**src/rtl/mc_pkg.sv**
```systemverilog
// Shared encodings for the multicycle MIPS control sequencer:
// opcodes, state codes, ALU-op codes, mux selects and the control vector.
package mc_pkg;

  localparam logic [5:0] OP_R    = 6'b000000;
  localparam logic [5:0] OP_LW   = 6'b100011;
  localparam logic [5:0] OP_SW   = 6'b101011;
  localparam logic [5:0] OP_BEQ  = 6'b000100;
  localparam logic [5:0] OP_J    = 6'b000010;
  localparam logic [5:0] OP_ADDI = 6'b001000;
  localparam logic [5:0] OP_SLTI = 6'b001010;
  localparam logic [5:0] OP_ANDI = 6'b001100;
  localparam logic [5:0] OP_ORI  = 6'b001101;

  typedef enum logic [3:0] {
    ST_FETCH  = 4'd0,
    ST_DECODE = 4'd1,
    ST_MEMADR = 4'd2,
    ST_MEMRD  = 4'd3,
    ST_MEMWB  = 4'd4,
    ST_MEMWR  = 4'd5,
    ST_EXEC   = 4'd6,
    ST_RWB    = 4'd7,
    ST_BRANCH = 4'd8,
    ST_JUMP   = 4'd9,
    ST_IEXEC  = 4'd10,
    ST_IWB    = 4'd11,
    ST_HALT   = 4'd15
  } state_t;

  localparam logic [2:0] ALU_ADD   = 3'b000;
  localparam logic [2:0] ALU_SUB   = 3'b001;
  localparam logic [2:0] ALU_FUNCT = 3'b010;
  localparam logic [2:0] ALU_SLT   = 3'b011;
  localparam logic [2:0] ALU_AND   = 3'b100;
  localparam logic [2:0] ALU_OR    = 3'b101;

  localparam logic [1:0] SRCB_B      = 2'b00;
  localparam logic [1:0] SRCB_FOUR   = 2'b01;
  localparam logic [1:0] SRCB_IMM    = 2'b10;
  localparam logic [1:0] SRCB_IMM_SH = 2'b11;

  localparam logic [1:0] PCSRC_ALU    = 2'b00;
  localparam logic [1:0] PCSRC_ALUOUT = 2'b01;
  localparam logic [1:0] PCSRC_JUMP   = 2'b10;

  typedef struct packed {
    logic       pc_write;
    logic       pc_write_cond;
    logic       iord;
    logic       mem_read;
    logic       mem_write;
    logic       ir_write;
    logic       mem_to_reg;
    logic       reg_write;
    logic       reg_dst;
    logic       alu_src_a;
    logic [1:0] alu_src_b;
    logic [2:0] alu_op;
    logic [1:0] pc_src;
    logic       halted;
  } ctrl_t;

  function automatic logic [2:0] iexec_alu_op(input logic [5:0] op);
    case (op)
      OP_SLTI: return ALU_SLT;
      OP_ANDI: return ALU_AND;
      OP_ORI:  return ALU_OR;
      default: return ALU_ADD;
    endcase
  endfunction

endpackage

```
**src/rtl/mc_out_decode.sv**
```systemverilog
// Moore decode of the registered state into the datapath control vector.
// mem_ready only gates the IR/PC load in FETCH; opcode only picks the I-type ALU op.
module mc_out_decode
  import mc_pkg::*;
(
  input  state_t     state,
  input  logic [5:0] opcode,
  input  logic       mem_ready,
  output ctrl_t      ctrl
);

  always_comb begin
    ctrl = '0;
    case (state)
      ST_FETCH: begin
        ctrl.mem_read  = 1'b1;
        ctrl.alu_src_b = SRCB_FOUR;
        ctrl.alu_op    = ALU_ADD;
        ctrl.pc_src    = PCSRC_ALU;
        ctrl.ir_write  = mem_ready;
        ctrl.pc_write  = mem_ready;
      end
      ST_DECODE: begin
        ctrl.alu_src_b = SRCB_IMM_SH;
        ctrl.alu_op    = ALU_ADD;
      end
      ST_MEMADR: begin
        ctrl.alu_src_a = 1'b1;
        ctrl.alu_src_b = SRCB_IMM;
        ctrl.alu_op    = ALU_ADD;
      end
      ST_MEMRD: begin
        ctrl.mem_read = 1'b1;
        ctrl.iord     = 1'b1;
      end
      ST_MEMWB: begin
        ctrl.reg_write  = 1'b1;
        ctrl.mem_to_reg = 1'b1;
      end
      ST_MEMWR: begin
        ctrl.mem_write = 1'b1;
        ctrl.iord      = 1'b1;
      end
      ST_EXEC: begin
        ctrl.alu_src_a = 1'b1;
        ctrl.alu_src_b = SRCB_B;
        ctrl.alu_op    = ALU_FUNCT;
      end
      ST_RWB: begin
        ctrl.reg_write = 1'b1;
        ctrl.reg_dst   = 1'b1;
      end
      ST_BRANCH: begin
        ctrl.alu_src_a     = 1'b1;
        ctrl.alu_src_b     = SRCB_B;
        ctrl.alu_op        = ALU_SUB;
        ctrl.pc_write_cond = 1'b1;
        ctrl.pc_src        = PCSRC_ALUOUT;
      end
      ST_JUMP: begin
        ctrl.pc_write = 1'b1;
        ctrl.pc_src   = PCSRC_JUMP;
      end
      ST_IEXEC: begin
        ctrl.alu_src_a = 1'b1;
        ctrl.alu_src_b = SRCB_IMM;
        ctrl.alu_op    = iexec_alu_op(opcode);
      end
      ST_IWB: begin
        ctrl.reg_write = 1'b1;
      end
      ST_HALT: begin
        ctrl.halted = 1'b1;
      end
      default: ;
    endcase
  end

endmodule

```
**src/rtl/mc_ctrl_fsm.sv**
```systemverilog
// Multicycle MIPS sequencer: state register, next-state logic and retired-instruction
// counter. mem_ready: the request held this cycle completes; requests stay up until seen.
module mc_ctrl_fsm
  import mc_pkg::*;
#(
  parameter int CNT_W = 16
) (
  input  logic             clk,
  input  logic             rst,
  input  logic [5:0]       opcode,
  input  logic             zero,
  input  logic             mem_ready,
  output logic             pc_en,
  output logic             iord,
  output logic             mem_read,
  output logic             mem_write,
  output logic             ir_write,
  output logic             mem_to_reg,
  output logic             reg_write,
  output logic             reg_dst,
  output logic             alu_src_a,
  output logic [1:0]       alu_src_b,
  output logic [2:0]       alu_op,
  output logic [1:0]       pc_src,
  output logic [3:0]       state_o,
  output logic             halted,
  output logic [CNT_W-1:0] instr_count
);

  state_t state;
  state_t next_state;
  logic   retire;
  ctrl_t  ctrl;
  ctrl_t  ctrl_eff;

  always_ff @(posedge clk) begin
    if (rst) begin
      state       <= ST_FETCH;
      instr_count <= '0;
    end else begin
      state <= next_state;
      if (retire) instr_count <= instr_count + CNT_W'(1);
    end
  end

  always_comb begin
    next_state = state;
    retire     = 1'b0;
    case (state)
      ST_FETCH:  if (mem_ready) next_state = ST_DECODE;
      ST_DECODE: begin
        case (opcode)
          OP_LW, OP_SW:                       next_state = ST_MEMADR;
          OP_R:                               next_state = ST_EXEC;
          OP_BEQ:                             next_state = ST_BRANCH;
          OP_J:                               next_state = ST_JUMP;
          OP_ADDI, OP_SLTI, OP_ANDI, OP_ORI:  next_state = ST_IEXEC;
          default:                            next_state = ST_HALT;
        endcase
      end
      ST_MEMADR: begin
        if (opcode == OP_LW)      next_state = ST_MEMRD;
        else if (opcode == OP_SW) next_state = ST_MEMWR;
        else                      next_state = ST_HALT;
      end
      ST_MEMRD:  if (mem_ready) next_state = ST_MEMWB;
      ST_MEMWR: begin
        if (mem_ready) begin
          next_state = ST_FETCH;
          retire     = 1'b1;
        end
      end
      ST_EXEC:   next_state = ST_RWB;
      ST_IEXEC:  next_state = ST_IWB;
      ST_MEMWB, ST_RWB, ST_BRANCH, ST_JUMP, ST_IWB: begin
        next_state = ST_FETCH;
        retire     = 1'b1;
      end
      ST_HALT:   next_state = ST_HALT;
      default:   next_state = ST_HALT;
    endcase
  end

  mc_out_decode u_out_decode (
    .state     (state),
    .opcode    (opcode),
    .mem_ready (mem_ready),
    .ctrl      (ctrl)
  );

  // Reset silences the datapath immediately, even before the state register settles.
  assign ctrl_eff    = rst ? '0 : ctrl;
  assign pc_en       = ctrl_eff.pc_write | (ctrl_eff.pc_write_cond & zero);
  assign iord        = ctrl_eff.iord;
  assign mem_read    = ctrl_eff.mem_read;
  assign mem_write   = ctrl_eff.mem_write;
  assign ir_write    = ctrl_eff.ir_write;
  assign mem_to_reg  = ctrl_eff.mem_to_reg;
  assign reg_write   = ctrl_eff.reg_write;
  assign reg_dst     = ctrl_eff.reg_dst;
  assign alu_src_a   = ctrl_eff.alu_src_a;
  assign alu_src_b   = ctrl_eff.alu_src_b;
  assign alu_op      = ctrl_eff.alu_op;
  assign pc_src      = ctrl_eff.pc_src;
  assign halted      = ctrl_eff.halted;
  assign state_o     = state;

endmodule

```
**config.mk**
```make
export PLATFORM = sky130hd
export DESIGN_NAME = mc_ctrl_fsm
export DESIGN_NICKNAME = d
export VERILOG_FILES = /design/src/rtl/mc_pkg.sv /design/src/rtl/mc_out_decode.sv /design/src/rtl/mc_ctrl_fsm.sv
export SDC_FILE = /design/constraint.sdc
export NUM_CORES = 1
export LEC_CHECK = 0
export ABC_AREA = 1
export CAP_MARGIN = 30
export CELL_PAD_IN_SITES_DETAIL_PLACEMENT = 1
export CELL_PAD_IN_SITES_GLOBAL_PLACEMENT = 2
export CORE_ASPECT_RATIO = 2
export CORE_MARGIN = 1.5
export CORE_UTILIZATION = 25
export DETAILED_ROUTE_END_ITERATION = 8
export DONT_BUFFER_PORTS = 1
export GPL_TIMING_DRIVEN = 0
export PLACE_DENSITY_LB_ADDON = 0.1
export SLEW_MARGIN = 20
export SYNTH_ARGS = -nofsm -noshare
export SYNTH_HDL_FRONTEND = slang
export SYNTH_SLANG_ARGS = --single-unit
```
**constraint.sdc**
```tcl
create_clock -name clk -period 2.8 [get_ports clk]
set_clock_uncertainty 0.2 [all_clocks]
set_input_delay 0.28 -clock clk [delete_from_list [all_inputs] [get_ports clk]]
set_output_delay 0.28 -clock clk [all_outputs]
set_load 0.005 [all_outputs]
```
==> impl_metrics.csv <==
group,metric,value,unit
run_status,outcome,"complete, no violations",
worst_hold_path,min_path_type,"in -> reg",
worst_setup_path,startpoint_type,"flip-flop",
finish,fillers,798,
placement,hpwl,3.98,mm
synthesis,syn-num-nets,276,
clock_tree,postCtsSetupBuffers,0,
worst_setup_path,critPathMaxFanout,7,
clock_tree,clk_latency,0.26,ns
worst_setup_path,arrival,1.65,ns
worst_hold_path,hold_start,"mem_ready",
synthesis,yosysWarnings,0,
clock_tree,cts_buffers,3,
sta,maxSlewHeadroom,60.5,%
routing,drt_wl_total,4.94,mm
power,worst_ir_drop_vdd,0.316,mV
placement,gp_congestion,0.804,
clock_tree,cts_resized,0,
global_route,grt_first_pass_wirelength,8.12,mm
global_route,grt_pass1_vias,1697,
finish,instances_no_fill,332,
worst_setup_path,path_cells,"nand2_1 > nor2_1 > nand4_1 > nor2_1 > nor3_1 > nor2_1",
worst_setup_path,r2r-end,"instr_count[14]",
power,p_leak,0.732,nW
synthesis,yosysTopAreaCellShare,26.4,%
synthesis,yosysSeqAreaShare,26.4,%
floorplan,die_h,113,um
global_route,use_met1,20.8,%
global_route,met2_usage,25.8,%
synthesis,ys_ff_latch,20,
floorplan,fp.dieW,58.1,um
worst_setup_path,worstRegToRegCells,8,
floorplan,dieArea,6570,sq um
synthesis,synth_area_leaders,"dfxtp_1, nand2_1, nor2_1",
clock_tree,clkTransAtPathRegs,0.06,ns
global_route,grt_util_met3,3.54,%
synthesis,synth_cell_types,29,
clock_tree,htree_levels,1,
clock_tree,clock-sinks,20,
placement,port_buffers,0,
clock_tree,clock_path_buffers,2,
floorplan,start_util,25.7,%
worst_hold_path,worstHoldPathCells,3,
placement,pre_cts_ws,0.731,ns
sta,hold_viol,0,
finish,syn_to_final_growth,12.1,%
global_route,grt_start_max_net_pins,13,
sta,finalMaxSlewViolations,0,
worst_setup_path,cp_top_family,"simple AND/OR/NAND/NOR gates",
routing,firstDrtPassIters,8,
global_route,antenna_found_initial,0,
routing,drtIter0Drc,47,
worst_setup_path,r2r_start,"instr_count[0]",
power,p_per_area,824,nW/um^2
worst_setup_path,path_common_cell,"nor2_1",
global_route,gr-total-overflow,0,
clock_tree,cts_tree,"built",
global_route,grt_usage,15.9,%
synthesis,syn-cell-area,1520,sq um
synthesis,synth_edf_count,0,
routing,vias,1675,
finish,drive_gt1_share,5.95,%
worst_setup_path,rrSetupSlack,0.76,ns
sta,fmax,470,MHz
placement,placed_cell_area,1600,sq um
synthesis,ys.flop_type,"dfxtp_1",
sta,finalSetupViolations,0,
routing,ant_nets,0,
floorplan,io_pins,47,
finish,fin_util,28.8,%
worst_setup_path,path_class,"reg -> out",
synthesis,yosys.area.top_type,"dfxtp_1",
worst_setup_path,setup.worst_path.start,"state_o[1]",
clock_tree,hold_buffers,0,
sta,layout_min_cycle_time,2.13,ns
clock_tree,root_buffer,"clkbuf_16",
worst_hold_path,min_to,"state_o[1]",
placement,dp_cells,328,
worst_setup_path,crit_path_end_kind,"output pin",
sta,worst_slew_pin_slew,0.592,ns
worst_setup_path,slowest_stage,"dfxtp_1",
worst_setup_path,cp_num_buf_inv,0,
synthesis,syn_inst,265,
worst_setup_path,critPathRequiredTime,2.32,ns
flow_run,maxCapViolations,0,
synthesis,synth-async-reset-ratio,0,%
sta,rsz0062_at_grt,"false",
synthesis,post-synth-top-count-cell,"nand2_1",
sta,tns,0,ns
synthesis,synthTopCellsByCount,"nand2_1, nor2_1, inv_1",
finish,fin_nets,281,
sta,setup_slack,0.671,ns
routing,drc,0,
floorplan,core_area,5910,sq um
sta,min_period_over_period,76.0,%
routing,wl_per_cell,14.9,um
global_route,grt-busiest-layer,"met2",
synthesis,syn_area_per_cell,5.72,sq um
finish,fin_area,1700,sq um
routing,vias_per_cell,5.05,
floorplan,num_rows,40,
worst_setup_path,cp_slowest_stage_delay,0.49,ns
finish,num_antenna_cells,0,
worst reg2reg max path, cell delays in order (launching register included):
cell and delay [ns]:
dfxtp_1 0.48, ha_1 0.30, inv_1 0.08, nor3_1 0.47
nand3_1 0.13, nand2_1 0.09, nand2_1 0.05, nand2_1 0.06
a21oi_1 0.05
power by group:
group / internal [W] / switching (W) / total, W / leakage (nW)
Sequential: 0.000320 / 0.0000634 / 0.000383 / 0.162
Clock: 0.000284 / 0.000122 / 0.000407 / 0.0511
Combinational: 0.000190 / 0.000422 / 0.000611 / 0.519
area by class of cell:
class	instances	area (sq um)	share of cell area [%]
multi-input combinational	204	947	55.7
inverter	36	135	7.95
tap	63	78.8	4.64
buffer	5	33.8	1.99
clock inverter	1	30.0	1.77
sequential	20	400	23.5
clock buffer	3	75.1	4.42
sequential cells by signal, summed over array words and instances, names as in the netlist:
| signal | cells |
|---|---|
| instr_count | 16 |
| state_o | 4 |
how the worst max path moves through the flow:
stage / depth (start not counted) / endpoint
detailed placement: 8 / instr_count[14]
CTS: 6 / alu_op[0]
global route: 6 / alu_op[0]
global placement: 8 / instr_count[14]
floorplan: 8 / instr_count[14]
finish: 6 / alu_op[0]
cells in the final DEF (no fill, tap or decap), types with 2 or more instances in the layout:
cell	n
nand2_1	69
nor3_1	8
o21ai_0	6
buf_6	2
inv_1	33
inv_2	3
dfxtp_1	20
nor2_2	3
nand4_1	8
clkbuf_1	3
a21oi_1	18
clkbuf_16	3
xor2_1	5
nand3_1	19
nor2_1	53
metal layers:
layer / share of wire [%] / routed length [um] / vias to the layer above
met1: 47 / 2310 / 786
li1: - / - / 854
met3: 5.2 / 256 / 4
met4: 1.1 / 56 / 0
met5: 0 / 0 / -
met2: 47 / 2320 / 31
cell families after synthesis:
logic type | after synthesis | share of synthesized area (%)
AND/OR/NAND/NOR | 165 | 46.1
XOR/XNOR | 6 | 3.47
AO/OA/AOI/OAI | 32 | 12.0
flip-flops | 20 | 26.4
adder cells (fa/ha/maj) | 1 | 0.825
buffers and inverters | 41 | 11.1
per-stage QoR:
step           total power, W  hold WS (ns)
2_1_floorplan        0.000835         0.277
3_3_place_gp          0.00101         0.295
3_5_place_dp          0.00102         0.298
4_1_cts               0.00143        0.0319
5_1_grt               0.00152        0.0562
6_report              0.00140        0.0324
Note: power is estimated with default switching activity, not from simulation.
